--- config.mk ---
export PLATFORM = sky130hd
export DESIGN_NAME = burst_col_sequencer
export DESIGN_NICKNAME = d
export VERILOG_FILES = /design/src/rtl/sdram_burst_pkg.sv /design/src/rtl/burst_col_incr.sv /design/src/rtl/burst_col_sequencer.sv
export SDC_FILE = /design/constraint.sdc
export NUM_CORES = 1
export LEC_CHECK = 0
export ABC_AREA = 1
export CORE_ASPECT_RATIO = 0.75
export CORE_MARGIN = 1.5
export CORE_UTILIZATION = 40
export DETAILED_ROUTE_END_ITERATION = 16
export GPL_TIMING_DRIVEN = 0
export PLACE_DENSITY = 0.65
export SLEW_MARGIN = 20
export SYNTH_ARGS = -nofsm -noshare
export SYNTH_HDL_FRONTEND = slang
export SYNTH_SLANG_ARGS = --single-unit
--- constraint.sdc ---
create_clock -name Clk -period 1.6 [get_ports Clk]
set_clock_uncertainty 0.05 [all_clocks]
set_input_delay 0.4 -clock Clk [delete_from_list [all_inputs] [get_ports Clk]]
set_output_delay 0.4 -clock Clk [all_outputs]
set_load 0.05 [all_outputs]
--- src/rtl/sdram_burst_pkg.sv ---
// Shared SDRAM burst definitions: BL codes, address modes, FSM encoding, burst mask helpers.
package sdram_burst_pkg;

    localparam logic [2:0] BL_1    = 3'd0;
    localparam logic [2:0] BL_2    = 3'd1;
    localparam logic [2:0] BL_4    = 3'd2;
    localparam logic [2:0] BL_8    = 3'd3;
    localparam logic [2:0] BL_16   = 3'd4;
    localparam logic [2:0] BL_32   = 3'd5;
    localparam logic [2:0] BL_64   = 3'd6;
    localparam logic [2:0] BL_PAGE = 3'd7;

    localparam logic ADDR_SEQ = 1'b0;
    localparam logic ADDR_LIN = 1'b1;

    localparam int unsigned BEAT_CNT_W = 7;

    typedef enum logic {
        ST_IDLE  = 1'b0,
        ST_BURST = 1'b1
    } state_t;

    // Wrap mask for a burst code; full page leaves every bit free to carry.
    function automatic logic [31:0] burst_mask(input logic [2:0] bl);
        if (bl == BL_PAGE) begin
            return '1;
        end
        return (32'd1 << bl) - 32'd1;
    endfunction

    // Index of the final counted beat (meaningless for full page).
    function automatic logic [BEAT_CNT_W-1:0] burst_last_idx(input logic [2:0] bl);
        return BEAT_CNT_W'((BEAT_CNT_W'(1) << bl) - BEAT_CNT_W'(1));
    endfunction

endpackage

--- src/rtl/burst_col_incr.sv ---
// Masked column incrementer: bits under the mask count, bits outside it hold.
module burst_col_incr #(
    parameter int unsigned COL_W = 8
) (
    input  logic [COL_W-1:0] i_col,
    input  logic [COL_W-1:0] i_mask,
    output logic [COL_W-1:0] o_next
);

    logic [COL_W-1:0] w_inc;

    assign w_inc  = i_col + COL_W'(1);
    assign o_next = (i_col & ~i_mask) | (w_inc & i_mask);

endmodule

--- src/rtl/burst_col_sequencer.sv ---
// SDRAM burst column sequencer: one column address per cycle with sequential wrap or linear run.
// Optional BURST_INTERRUPT_EN lets a new command abort a burst in progress.
module burst_col_sequencer
    import sdram_burst_pkg::*;
#(
    parameter int unsigned COL_W = 8
) (
    input  logic             Clk,
    input  logic             Reset,
    input  logic             CmdValid,
    output logic             CmdReady,
    input  logic             CmdWrite,
    input  logic [COL_W-1:0] StartCol,
    input  logic             AddrMode,
    input  logic [2:0]       BurstLength,
    input  logic             Terminate,
    output logic             ColValid,
    output logic [COL_W-1:0] ColAddr,
    output logic             ColWrite,
    output logic             BurstLast,
    output logic             Busy
);

    state_t                r_state, w_state_nxt;
    logic [COL_W-1:0]      r_col_addr, w_col_addr_nxt;
    logic                  r_col_valid, w_col_valid_nxt;
    logic                  r_col_write, w_col_write_nxt;
    logic                  r_burst_last, w_burst_last_nxt;
    logic                  r_mode, w_mode_nxt;
    logic [2:0]            r_bl, w_bl_nxt;
    logic [BEAT_CNT_W-1:0] r_cnt, w_cnt_nxt;

    logic [BEAT_CNT_W-1:0] w_cnt_inc;
    logic [COL_W-1:0]      w_mask;
    logic [COL_W-1:0]      w_col_next;
    logic                  w_ready;
    logic                  w_accept;
    logic                  w_final;

    assign w_mask    = (r_mode == ADDR_LIN) ? '1 : COL_W'(burst_mask(r_bl));
    assign w_cnt_inc = r_cnt + BEAT_CNT_W'(1);

    burst_col_incr #(.COL_W(COL_W)) u_incr (
        .i_col  (r_col_addr),
        .i_mask (w_mask),
        .o_next (w_col_next)
    );

`ifdef BURST_INTERRUPT_EN
    assign w_ready = 1'b1;
`else
    assign w_ready = (r_state == ST_IDLE) | (r_col_valid & r_burst_last);
`endif

    assign CmdReady = w_ready & ~Reset;
    assign w_accept = CmdValid & CmdReady;
    assign w_final  = r_col_valid & (r_burst_last | Terminate);

    // Next-state and next-output logic; an accept always takes priority.
    always_comb begin
        w_state_nxt      = r_state;
        w_col_addr_nxt   = r_col_addr;
        w_col_valid_nxt  = r_col_valid;
        w_col_write_nxt  = r_col_write;
        w_burst_last_nxt = r_burst_last;
        w_mode_nxt       = r_mode;
        w_bl_nxt         = r_bl;
        w_cnt_nxt        = r_cnt;

        if (w_accept) begin
            w_state_nxt      = ST_BURST;
            w_col_addr_nxt   = StartCol;
            w_col_valid_nxt  = 1'b1;
            w_col_write_nxt  = CmdWrite;
            w_burst_last_nxt = (BurstLength == BL_1);
            w_mode_nxt       = AddrMode;
            w_bl_nxt         = BurstLength;
            w_cnt_nxt        = '0;
        end else if (r_state == ST_BURST) begin
            if (w_final) begin
                w_state_nxt      = ST_IDLE;
                w_col_valid_nxt  = 1'b0;
                w_burst_last_nxt = 1'b0;
            end else begin
                w_col_addr_nxt   = w_col_next;
                w_cnt_nxt        = w_cnt_inc;
                w_burst_last_nxt = (r_bl != BL_PAGE) && (w_cnt_inc == burst_last_idx(r_bl));
            end
        end
    end

    always_ff @(posedge Clk or posedge Reset) begin
        if (Reset) begin
            r_state      <= ST_IDLE;
            r_col_addr   <= '0;
            r_col_valid  <= 1'b0;
            r_col_write  <= 1'b0;
            r_burst_last <= 1'b0;
            r_mode       <= 1'b0;
            r_bl         <= '0;
            r_cnt        <= '0;
        end else begin
            r_state      <= w_state_nxt;
            r_col_addr   <= w_col_addr_nxt;
            r_col_valid  <= w_col_valid_nxt;
            r_col_write  <= w_col_write_nxt;
            r_burst_last <= w_burst_last_nxt;
            r_mode       <= w_mode_nxt;
            r_bl         <= w_bl_nxt;
            r_cnt        <= w_cnt_nxt;
        end
    end

    assign ColValid  = r_col_valid;
    assign ColAddr   = r_col_addr;
    assign ColWrite  = r_col_write;
    assign BurstLast = r_burst_last;
    assign Busy      = (r_state == ST_BURST);

endmodule

## After elaboration in Yosys (flattened, before gate mapping)

Index checks and enable logic that the tools add are counted.

- Flip-flop bits (word level): 23
- Output and inout port bits: 13
- Word-level logic and storage cells: 55
- Input bits: 17

- Equality and inequality tests: 4
- Bitwise operators: 12
- Add/sub/neg operators: 4
- Reduce and logical (&&, ||, !) cells: 6
- Multiplexer cells: 19
- Shifts and indexed selects: 2

Operators with widths:

| kind | number |
|---|---|
| 8-bit two-way mux | 6 |
| 7-bit two-way mux | 3 |
| 8-bit bitwise AND | 2 |
| 1-bit two-way mux | 10 |
| 8-bit by 1-bit adder with 8-bit output (second input constant) | 1 |
| 8-bit inverter | 1 |
| 8-bit OR | 1 |
| 1-bit by 3-bit << shifter with 8-bit output (first input constant) | 1 |
| 8-bit by 1-bit subtractor with 8-bit output (second input constant) | 1 |
| 7-bit by 1-bit adder with 7-bit output (second input constant) | 1 |
| 7-bit equality test | 1 |
| 1-bit by 3-bit << shifter with 7-bit output (first input constant) | 1 |
| 7-bit by 2-bit subtractor with 7-bit output (second input constant) | 1 |
| 1-bit bitwise AND | 4 |
| 2-bit AND reduction | 2 |
| 2-bit nonzero test | 2 |
| 3-bit equality test (second input constant) | 1 |
| 3-bit zero test | 1 |
| 3-bit != test (second input constant) | 1 |
| 2-bit != test (second input constant) | 1 |
| 1-bit inverter | 2 |
| 1-bit OR | 2 |
| 1-bit logical AND | 1 |

## Logic depth before layout (Yosys ltp)

- Depth after elaboration: 10
- Gate-level depth with buffers: 13
- Gate-level depth less buffers: 13

## Hierarchy

From an unflattened synthesis, not the netlist that was laid out.

- Cells, all modules: 245
- Area, all modules: 1656.6 µm²

By module, submodules not included:

| module | cells each | seq. area each (µm²) | times used | area each (µm²) |
|---|---|---|---|---|
| burst_col_sequencer | 200 | 575.6 | 1 | 1437.6 |
| burst_col_incr | 45 | 0.0 | 1 | 219.0 |

## Worst setup path before layout

Ideal clock, no wire load.

- Path type: register -> register
- Start: register r_burst_last, in the netlist BurstLast
- End: register with a tool-made name
- Path buffers: 0
- Setup slack: -0.341 ns
- Stages on the path, launching flop included: 9
- Library setup time: 0.078 ns
- Required time: 1.472 ns
- Arrival: 1.814 ns
- Clock period less this slack: 1.941 ns
- Cells stage by stage: dfrtp_1 > nand2_2 > a21oi_4 > nand2_4 > nand2_8 > inv_4 > a31oi_2 > nor2_1 > a21oi_1

RTL lines:

| what | RTL line | RTL |
|---|---|---|
| start, declared | burst_col_sequencer.sv:28 | `logic r_burst_last, w_burst_last_nxt;` |
| start signal, assigned | burst_col_sequencer.sv:107 | `r_burst_last <= w_burst_last_nxt;` |

## Worst setup path after layout

- Start: register r_bl[1]
- End: register r_burst_last, in the netlist BurstLast

- Word-level cells in the longest chain between the ends: 7
- Elaborated cells on any way between the ends: 8
- Those cells by class: add/sub (1); eq/ne (2); shift (1); mux (3); reduce/logical (1)

Ends and longest elaborated chain:

| what | RTL line | RTL |
|---|---|---|
| start, declared | burst_col_sequencer.sv:30 | `logic [2:0] r_bl, w_bl_nxt;` |
| start signal, assigned | burst_col_sequencer.sv:109 | `r_bl <= w_bl_nxt;` |
| 1-bit by 3-bit << shifter with 7-bit output | sdram_burst_pkg.sv:33 | `return BEAT_CNT_W'((BEAT_CNT_W'(1) << bl) - BEAT_CNT_W'(1));` |
| 7-bit by 2-bit subtractor with 7-bit output | sdram_burst_pkg.sv:33 |  |
| 7-bit equality test | burst_col_sequencer.sv:87 | `w_burst_last_nxt = (r_bl != BL_PAGE) && (w_cnt_inc == burst_last_idx(r_bl));` |
| 1-bit logical AND (*) | burst_col_sequencer.sv:87 |  |
| 1-bit two-way mux (*) | burst_col_sequencer.sv:80 | `if (w_final) begin` |
| 1-bit two-way mux (*) | burst_col_sequencer.sv:79 | `end else if (r_state == ST_BURST) begin` |
| 1-bit two-way mux (*) | burst_col_sequencer.sv:70 | `if (w_accept) begin` |

Every way passes the cells marked *; elsewhere a longest branch is shown, timed or not. The select of a mux whose other input is x is not followed.
A chain may end at the register's enable or synchronous reset.

==> metrics <==
cell type with the highest aggregate area in the netlist=dfrtp_1; fraction of power spent switching nets=0.533; critical path capture point type=flip-flop; maximum root-to-sink buffer count=2; CTS hold repair buffers=0; number of detailed-route iterations in the first pass=4; switching pwr=2770 µW; violations in the final reports=negative setup slack; period utilisation layout=1.17; total vias in the final route=1657; startpoint type of the worst setup path=flip-flop; highest-delay cell along the critical path=dfrtp_1; Avg Inst Size Synth=7.06 µm²; Worst Reg-to-Reg Cells=12; number of vias per cell after detailed routing=roughly 5.1; maximum number of pins on one net before global-route repair=24; number of buffers created by CTS=3; instance area after placement=0.00193 mm²; Synthesis Warnings=0; Initial Util=0.423; number of violations of the max-capacitance limit=0; smallest hold slack=roughly 0.36 ns; Area Growth Syn to Fin=40.5%; share of synthesized area occupied by flip-flops and latches=0.367; number of different library cells in the post-synthesis netlist=32; # port buffers=29; pwr/cell area=2360 mW/mm²; number of violations reported at the end of detailed-routing iteration 0=between 100 and 150; buffer type at the clock tree root=clkbuf_8; list of cells traversed by the critical path=buf_6 > nor2_4 > nand2_2 > ha_4 > inv_2 > nand2_1 > nand3_1 > nor2_1 > nand2_1 > nor2_2 > nand4_1 > a21oi_1; standby leakage power=0.00103 µW; largest vdd supply drop=~1200 µV; FP Rows=19; Mapped Nets=242; outcome=finished, violations left; post-detailed-route DRC marker count=0; critical path class=reg2reg; clock input transition at the sequential cells of the worst setup and hold paths=around 0.090 ns; portion of total power attributed to the clock network=0.073; worst slew margin relative to its limit=0.371; CTS H-Tree Depth=1; area of the die=approximately 0.0043 mm²; cell types with the largest area share after synthesis=dfrtp_1, nand2_1, nand3_1; count of fill cells added during filler insertion=360; Achievable Freq=~530 MHz; part of the power in registers=0.234; vias in the first global route=1439; CP Launch Point=r_bl[1]; top cell type's share of synthesized area=0.367; global-route wire length before repair=between 7 and 8 mm; total negative slack for setup checks=-0.534 ns; overall routing resource usage=0.217; placeable core region=0.00371 mm²; antenna cell count=0; setup ws final=-0.272 ns; final weighted congestion in routability-driven placement=0.843; number of synthesized register bits=23; number of antenna violations at the first check in global routing=0; synthesized cell area=about 0.0016 mm²; worst-skew pair later-pin latency=0.27 ns; critical path's most frequent cell=nand2_1; required time at the endpoint of the critical path=between 1.5 and 2 ns; number of hold violations in the final report=0; number of top-level design ports=30; Placement Setup Slack=-0.691 ns; synthesized instance count=222; power share of the combinational group=0.693; number of nets in the final layout=293; RSZ-0062 raised after global routing=yes; die extent in y=57.2 µm; Critical Path Fanout Max=3; antenna viol nets, final=0; internal power=roughly 2400 µW; HPWL after detailed placement=roughly 3 mm; worst hold path type=in2async; cell area after layout=about 0.0022 mm²; Max stage delay on crit path=~0.43 ns; CTS Sinks=23; Horiz. Die Dim=about 75 µm; Detailed Route WL=between 4 and 5 mm; count of endpoints failing setup in the final report=5; clock tree from TritonCTS=done; post-layout utilization of the core=0.594; grt total ovfl=0; fin. max-slew vios=0; Avg WL per Cell=roughly 14 µm; data arrival time at the worst-slack endpoint=approximately 2.0 ns; share of cells above drive strength 1=0.301; Reg-to-Reg Start=r_bl[1]; Worst-Margin Slew=approximately 0.94 ns; post-route minimum period=around 1.9 ns
==> placed cells by master (no fill, tap or decap), types with 9 or more instances in the layout <==
cell type / instances
nand2_1: 55
nand3_1: 26
dfrtp_1: 18
buf_4: 18
nor2_1: 16
clkdlybuf4s50_1: 15
inv_1: 13
nand2_2: 12
a21oi_1: 9
==> repair_timing <==
action                                  CTS  global route
gates cloned                              0             0
resized for setup                        61            28
pin swaps                                12            16
setup buffers                             6            12
endpoints found under the setup margin   20            14
==> kinds of logic (layout without fill, tap and decap cells) <==
kind of cell,count (synthesis),in the layout,synth area share
DFF,23,23,0.367
AOI/OAI and AO/OA,29,29,0.113
adders and majority gates,3,3,0.0239
buffers and inverters,29,79,0.0798
and+or+nand+nor,132,132,0.383
xor gates and xnor gates,6,6,0.0335
==> power by group through the flow <==
stage | Clock (µW) | Combinational, µW | Sequential (µW)
after floorplan | 0 | 1670 | 1650
after global placement | 0 | 2910 | 1200
after detailed placement | 0 | 2930 | 1200
after CTS | 393 | 3200 | 1210
after global routing | 411 | 3960 | 1270
final | 379 | 3600 | 1210
==> path summary, 6_finish.rpt <==
path	endpoint	slack [ns]
setup / recovery	BurstLast	-0.27
hold / removal	asynchronous set/reset pin	0.36
setup reg to reg	BurstLast	-0.27
hold reg to reg	ColWrite	0.44
max in group asynchronous	r_bl[0]	0.51
min in group Clk	ColWrite	0.44
==> area by class of cell <==
type / instances / area, µm² / share of cell area
Multi-Input combinational cell: 170 / 951 / 0.432
Sequential cell: 23 / 582 / 0.264
Timing Repair Buffer: 46 / 412 / 0.187
Inverter: 23 / 104 / 0.0471
Tap cell: 52 / 65.1 / 0.0295
Clock buffer: 4 / 45.0 / 0.0204
Buffer: 6 / 45.0 / 0.0204
==> metrics by stage <==
stage,power (µW),cells
finish,5200,324
global route,5630,324
CTS,4800,313
detailed placement,4130,303
global placement,4110,303
floorplan,3320,222
==> critical path: cells and delay by family, from the launching register on <==
kind                     cells  cell delay (ns)
AND/OR/NAND/NOR              8             0.72
flip-flops                   1             0.43
adder cells (fa/ha/maj)      1             0.28
buffers and inverters        2             0.18
AO/OA/AOI/OAI                1             0.14
==> Yosys cell counts <==
cell,count
a21oi_4,1
nor3b_1,1
nand3b_1,1
inv_4,1
nor3_1,2
a31oi_2,1
buf_1,1
nand3_1,30
ha_1,3
o211ai_1,1
nand2_2,3
o21ai_1,1
xnor2_1,1
buf_2,3
o21ai_0,12
clkinv_2,1
inv_1,19
nand2_4,1
o22ai_1,2
nand2_8,1
o21ai_2,1
buf_6,1
inv_2,2
nand2_1,65
nand3_2,1
nor2_1,19
dfrtp_1,23
xor2_1,5
clkbuf_2,1
nand4_1,8
a21oi_1,9
o2111ai_1,1
==> per-layer routing <==
metal	vias up	track usage	wire length, µm
li1	835	-	-
met2	45	0.302	1890
met5	-	0	0
met1	772	0.351	2270
met3	5	0.0442	268
met4	0	0.0306	24
(Power assumes the default switching activity.)
